<file path="src/rtl/seq_rshifter.sv">
// Sequential right shifter: one bit per cycle, logical or arithmetic fill,
// with a valid/ready handshake on both operand and result sides.
module seq_rshifter #(
   parameter  int DATA_W = 8,
   localparam int CNT_W  = $clog2(DATA_W)
) (
   input  logic              clk,
   input  logic              rst_n,
   input  logic              in_valid,
   output logic              in_ready,
   input  logic [DATA_W-1:0] ina,
   input  logic [CNT_W-1:0]  shift,
   input  logic              arith,
   output logic              out_valid,
   input  logic              out_ready,
   output logic [DATA_W-1:0] out,
   output logic              busy
);

   typedef enum logic [1:0] {
      IDLE  = 2'd0,
      SHIFT = 2'd1,
      DONE  = 2'd2
   } state_t;

   state_t            state, state_nxt;
   logic [DATA_W-1:0] data, data_nxt;
   logic [CNT_W-1:0]  count, count_nxt;
   logic              mode, mode_nxt;
   logic              accept;

   // One-bit right step; the vacated MSB takes the sign bit only in arithmetic mode.
   function automatic logic [DATA_W-1:0] shr1(input logic [DATA_W-1:0] d,
                                              input logic              m);
      return {m & d[DATA_W-1], d[DATA_W-1:1]};
   endfunction

   always_ff @(posedge clk or negedge rst_n) begin
      if (!rst_n) begin
         state <= IDLE;
         data  <= '0;
         count <= '0;
         mode  <= 1'b0;
      end else begin
         state <= state_nxt;
         data  <= data_nxt;
         count <= count_nxt;
         mode  <= mode_nxt;
      end
   end

   // in_ready is gated by rst_n so it stays low for the whole reset window.
   assign in_ready  = (state == IDLE) && rst_n;
   assign accept    = in_valid && in_ready;
   assign out_valid = (state == DONE);
   assign busy      = (state != IDLE);
   assign out       = (state == DONE) ? data : '0;

   always_comb begin
      state_nxt = state;
      data_nxt  = data;
      count_nxt = count;
      mode_nxt  = mode;
      unique case (state)
         IDLE: begin
            if (accept) begin
               data_nxt  = ina;
               count_nxt = shift;
               mode_nxt  = arith;
               state_nxt = (shift == '0) ? DONE : SHIFT;
            end
         end
         SHIFT: begin
            data_nxt  = shr1(data, mode);
            count_nxt = count - CNT_W'(1);
            if (count == CNT_W'(1)) state_nxt = DONE;
         end
         DONE: begin
            if (out_ready) state_nxt = IDLE;
         end
         default: state_nxt = IDLE;
      endcase
   end

endmodule
</file>
<file path="config.mk">
export PLATFORM = sky130hd
export DESIGN_NAME = seq_rshifter
export DESIGN_NICKNAME = d
export VERILOG_FILES = /design/src/rtl/seq_rshifter.sv
export SDC_FILE = /design/constraint.sdc
export NUM_CORES = 1
export LEC_CHECK = 0
export BUFFER_PORTS_ARGS = -buffer_cell sky130_fd_sc_hd__buf_2
export CAP_MARGIN = 40
export CORE_UTILIZATION = 50
export CTS_BUF_LIST = sky130_fd_sc_hd__clkbuf_4 sky130_fd_sc_hd__clkbuf_8
export DETAILED_ROUTE_END_ITERATION = 12
export PLACE_DENSITY = 0.8
export SETUP_SLACK_MARGIN = 0.15
export SLEW_MARGIN = 5
export SYNTH_ARGS = -nofsm -noshare
export SYNTH_HDL_FRONTEND = slang
export SYNTH_SLANG_ARGS = --single-unit
</file>
<file path="constraint.sdc">
create_clock -name clk -period 1.5 [get_ports clk]
set_input_delay 0.15 -clock clk [delete_from_list [all_inputs] [get_ports clk]]
set_output_delay 0.15 -clock clk [all_outputs]
set_load 0.02 [all_outputs]
</file>
# After elaboration in Yosys (flattened, before gate mapping)
# Cells that the tools add are included.
# Widths: inputs -> output; s select.
# word_totals
ff_bits	14
out_inout_bits	11
word_cells	31
input_bits	16
# classes
eq_ne	6
n_bitwise	1
add_sub_neg	1
n_reduce_logical	9
mux	10
# ops
op	count
$mux 8	2
$pmux 8 s2	1
$mux 2	4
$pmux 2 s3	1
$pmux 3 s2	1
$ne 2x2->1 const B	2
$reduce_and 2->1	2
$reduce_bool 2->1	2
$eq 3x1->1 const B	1
$logic_not 3->1	1
$mux 3	1
$reduce_and 3->1	1
$sub 3x1->3 const B	1
$eq 2x1->1 const B	1
$eq 2x2->1 const B	1
$logic_and 1x1->1	2
$logic_not 2->1	1
$ne 2x1->1 const B	1
$and 1x1->1	1

# Depth between registers and ports, before layout
# logic_depth
ltp_word	5
ltp_mapped	5
depth_no_buf	5

# Worst setup path after synthesis
# No wires, ideal clock.
# synth_timing
path_type	register to output
from	register state[0]
to	output in_ready
t_required_ns	1.350
t_arrival_ns	1.074
path_buffers	0
stages_incl_launch_ff	3
setup_slack_ns	0.276
path_cell_list	dfrtp_1 > or2_2 > nor2_1
# synth_between
elab_chain_cells	2
# synth_rtl
element	line_no	source
from (decl)	26	state_t state, state_nxt;
from (signal assigned)	45	state <= state_nxt;
$logic_not 2->1	53	assign in_ready = (state == IDLE) && rst_n;
$logic_and 1x1->1	53	
to (decl)	10	output logic in_ready,
# No other way between the ends.

# Worst setup path in the final report
# layout_timing
from	register state[0]
to	output out[3]
# layout_between
elab_chain_cells	2
# layout_rtl
element	line_no	source
$eq 2x2->1	57	assign out = (state == DONE) ? data : '0;
$mux 8	57	
to (decl)	16	output logic [DATA_W-1:0] out,
# No other way between the ends.

==> report_table.html <==
<table>
<tr><th>Metric</th><th>Value</th></tr>
<tr><th colspan="2">Synthesis</th></tr>
<tr><td>Number of synthesized flops with an enable pin</td><td>0</td></tr>
<tr><td>Cell types with the largest area share after synthesis</td><td>dfrtp_1 (46%), nand3_1 (7.9%), and2_1 (6.6%)</td></tr>
<tr><td>Yosys top cell by area</td><td>dfrtp_1</td></tr>
<tr><td>Post-synthesis share of cell area spent on and, or, nand and nor gates</td><td>36.09%</td></tr>
<tr><td>Net count after synthesis</td><td>103</td></tr>
<tr><td>Adder-cell share of the synthesized area</td><td>3.311%</td></tr>
<tr><td>Most frequent cell after synthesis</td><td>dfrtp_1</td></tr>
<tr><td>Count of unique library cells instantiated by Yosys</td><td>20</td></tr>
<tr><td>Largest family of logic cells by synthesized area</td><td>simple AND/OR/NAND/NOR gates</td></tr>
<tr><td>Cell area after synthesis</td><td>755.7 um^2</td></tr>
<tr><td>Area share of the leading cell type in the synthesized netlist</td><td>46.36%</td></tr>
<tr><td>Most used DFF post-synth</td><td>dfrtp_1</td></tr>
<tr><td>Share of the synthesized netlist area taken by xor and xnor gates</td><td>0%</td></tr>
<tr><td>Async set or reset register ratio after synthesis</td><td>100.0%</td></tr>
<tr><td>Compound-cell area share of the yosys netlist</td><td>8.775%</td></tr>
<tr><td>Sequential area share after synthesis</td><td>46.36%</td></tr>
<tr><td>Leading post-synthesis cells by instance count</td><td>dfrtp_1 (14), nand3_1 (12), nand2_1 (11), and2_1 (8)</td></tr>
<tr><td>FF+latch count, synth</td><td>14</td></tr>
<tr><td>Avg Cell Area, Syn</td><td>8.891 um^2</td></tr>
<tr><td>Post-synthesis mux area share</td><td>0%</td></tr>
<tr><td>Number of warning messages in the yosys log</td><td>0</td></tr>
<tr><td>Count of mapped cells out of synthesis</td><td>85</td></tr>
<tr><th colspan="2">Timing</th></tr>
<tr><td>Final setup slack of the worst path</td><td>0.07196 ns</td></tr>
<tr><td>Count of final max-slew check failures</td><td>0</td></tr>
<tr><td>Total setup violations reported at the end of the flow</td><td>0</td></tr>
<tr><td>Final sum of negative setup slack</td><td>0 ns</td></tr>
<tr><td>Relative max-transition margin</td><td>74.33%</td></tr>
<tr><td>Minimum clock period</td><td>1.428 ns</td></tr>
<tr><td>Unrepaired setup endpoints after global routing</td><td>true</td></tr>
<tr><td>Timing-limited maximum frequency</td><td>0.7003 GHz</td></tr>
<tr><td>Skew final</td><td>0.001148 ns</td></tr>
<tr><td>Final hold violation count</td><td>0</td></tr>
<tr><td>Transition time at the pin with the least slew margin</td><td>0.3838 ns</td></tr>
<tr><td>Fin Hold WS</td><td>0.07150 ns</td></tr>
<tr><td>Period utilization</td><td>95.20%</td></tr>
<tr><th colspan="2">Global route</th></tr>
<tr><td>Number of antenna violations at the first check in global routing</td><td>0</td></tr>
<tr><td>Number of global-route vias before repair</td><td>632</td></tr>
<tr><td>First-pass GRT wire length</td><td>2842 um</td></tr>
<tr><td>Aggregate global routing overflow</td><td>0</td></tr>
<tr><td>Largest net degree at the start of global routing</td><td>13</td></tr>
<tr><td>GRT Util Overall</td><td>26.77%</td></tr>
<tr><th colspan="2">Floorplan</th></tr>
<tr><td>Number of top-level pins</td><td>27</td></tr>
<tr><td>Core box area</td><td>1350 um^2</td></tr>
<tr><td>Die Span X</td><td>40.88 um</td></tr>
<tr><td>Rows</td><td>13</td></tr>
<tr><td>Initial standard-cell utilization of the core</td><td>55.98%</td></tr>
<tr><td>Die area</td><td>1671 um^2</td></tr>
<tr><td>Vertical die dimension</td><td>40.88 um</td></tr>
<tr><th colspan="2">Cells and area</th></tr>
<tr><td>Flip-flop and latch area</td><td>351.6 um^2</td></tr>
<tr><td>Non-Filler Cell Area, Final</td><td>1102 um^2</td></tr>
<tr><td>Area added between synthesis and finish</td><td>45.86%</td></tr>
<tr><td>Multi-input gate area</td><td>409.1 um^2</td></tr>
<tr><td>Fraction of layout instances using a drive strength above 1</td><td>42.62%</td></tr>
<tr><td>Final Net Count</td><td>142</td></tr>
<tr><td>Number of inserted diodes</td><td>0</td></tr>
<tr><td>Fillers</td><td>88</td></tr>
<tr><th colspan="2">Worst hold path</th></tr>
<tr><td>Path class of the lowest-slack min-delay path</td><td>input pin to register</td></tr>
<tr><th colspan="2">Pwr</th></tr>
<tr><td>Total power of the final layout</td><td>2.109 mW</td></tr>
<tr><td>Power Density</td><td>1913 nW/um^2</td></tr>
<tr><td>Peak supply drop</td><td>0.9780 mV</td></tr>
<tr><td>Leakage Power</td><td>0.5452 nW</td></tr>
<tr><th colspan="2">Setup path</th></tr>
<tr><td>Crit path cell chain</td><td>nor2b_4 &gt; buf_6 &gt; and2_4 &gt; buf_6</td></tr>
<tr><td>Critical Path End Type</td><td>output port</td></tr>
<tr><td>CP dominant cell by count</td><td>buf_6</td></tr>
<tr><td>Crit path arrival time</td><td>1.28 ns</td></tr>
<tr><td>Sum of buffers and inverters on the critical path</td><td>2</td></tr>
<tr><td>Slowest-stage cell, CP</td><td>dfrtp_2</td></tr>
<tr><td>Critical Path Fanout Max</td><td>7</td></tr>
<tr><td>Worst EP required</td><td>1.35 ns</td></tr>
<tr><td>Type of element launching the critical path</td><td>register</td></tr>
<tr><td>Kind of cell with the highest combined delay on the critical path</td><td>flip-flops</td></tr>
<tr><td>Slowest stage delay, CP</td><td>0.46 ns</td></tr>
<tr><td>WS Path Type</td><td>register to output port</td></tr>
<tr><th colspan="2">Routing</th></tr>
<tr><td>Via count</td><td>771</td></tr>
<tr><td>Post-route ant nets</td><td>0</td></tr>
<tr><td>Vias/cell</td><td>5.628</td></tr>
<tr><td>Post-route DRC</td><td>0</td></tr>
<tr><td>Final WL</td><td>2015 um</td></tr>
<tr><td>Iteration-0 DRC Markers</td><td>9</td></tr>
<tr><td>Number of detailed-route iterations in the first pass</td><td>4</td></tr>
<tr><td>Average wire per cell in the routed design</td><td>14.71 um</td></tr>
<tr><th colspan="2">Placed design</th></tr>
<tr><td>Pre-CTS worst setup slack</td><td>0.2075 ns</td></tr>
<tr><td>Number of input and output port buffers inserted</td><td>26</td></tr>
<tr><td>Post-DP HPWL</td><td>1306 um</td></tr>
<tr><td>Total cell area at the placement stage</td><td>934.6 um^2</td></tr>
<tr><td>GPL Wtd Cong</td><td>0.7934</td></tr>
<tr><th colspan="2">Clock tree</th></tr>
<tr><td>Max Buffers Root-to-Sink</td><td>2</td></tr>
<tr><td>Clock insertion delay at the later pin of the skew report</td><td>0.27 ns</td></tr>
<tr><td>Num Clock Sinks</td><td>14</td></tr>
<tr><td>CTS root buf</td><td>clkbuf_4</td></tr>
<tr><td>Count of H-tree levels built during CTS</td><td>1</td></tr>
<tr><td>Clock tree from TritonCTS</td><td>done</td></tr>
<tr><td>Cts bufs inserted</td><td>3</td></tr>
<tr><td>CTS clk-pin slew, worst paths</td><td>0.08 ns</td></tr>
<tr><th colspan="2">Job</th></tr>
<tr><td>Number of max-capacitance violations reported</td><td>0</td></tr>
<tr><th colspan="2">Status</th></tr>
<tr><td>Run status</td><td>finished clean</td></tr>
</table>
-- stage by stage --
step	utilization, %	std cells
after floorplan	-	85
after global placement	69.23	129
after detailed placement	69.23	129
after CTS	78.68	136
after global routing	81.65	137
final	81.65	137
-- flip-flops by register name (all words and copies together), names as in the netlist --
name   count
data       8
mode       1
state      2
count      3
-- power breakdown --
part / internal [mW] / switching [mW]
Sequential: 0.566 / 0.151
Clock: 0.0929 / 0.117
Combinational: 0.592 / 0.590
-- final timing paths --
check | from | to | slack (ns) | depth (start not counted)
setup reg to reg | state[1] | count[0] | 0.10 | 4
setup / recovery | state[0] | out[3] | 0.07 | 4
max in group asynchronous | rst_n | state[0] | 0.77 | 3
hold reg to reg | mode | mode | 0.50 | 2
min in group asynchronous | rst_n | count[1] | 0.36 | 2
hold / removal | arith | mode | 0.07 | 3
-- layout make-up --
type	count	area share [%]
inverters	3	1.022
flip-flops and latches	14	31.90
clock buffers	3	2.043
well taps	15	1.703
multi-input cells	63	37.12
repair buffers	39	26.22
-- layer usage --
metal,GRT usage [%],wire length (um),vias to the layer above
met5,0,0,-
met4,10.00,12,0
met3,4.891,105,2
met2,43.36,990,29
met1,35.03,907,367
li1,-,-,373
-- placed cells by master (no fill, tap or decap), drive strengths merged --
cell type and n:
clkbuf 3, buf 37, a221o 1, dlygate4sd3 2, nor2 6, nand2 11
ha 2, a311o 1, nand3 12, and2 8, nor3 6, nand4bb 1
dfrtp 14, or2 1, o211ai 2, nand2b 1, o22ai 5, nand3b 1
nor2b 4, and4bb 1, inv 3
-- kinds of logic after synthesis --
logic type / Yosys count
simple gates: 52
flops: 14
fa+ha+maj: 2
compound gates: 9
buf+inv: 8
-- what timing repair did --
item | in CTS | in global routing
pin swaps | 4 | 1
buffers inserted | 2 | 1
hold buffers | 2 | 0
hold endpoints to repair | 14 | 0
setup endpoints to repair | 10 | 13
resized for setup | 24 | 9
-- worst register-to-register path, delay by kind of cell (launching register included) --
kind / cells / cell delay, ns
DFF: 1 / 0.38
AOI/OAI and AO/OA: 1 / 0.27
and+or+nand+nor: 2 / 0.49
buffers and inverters: 1 / 0.15
Note: power is estimated with default switching activity, not from simulation.
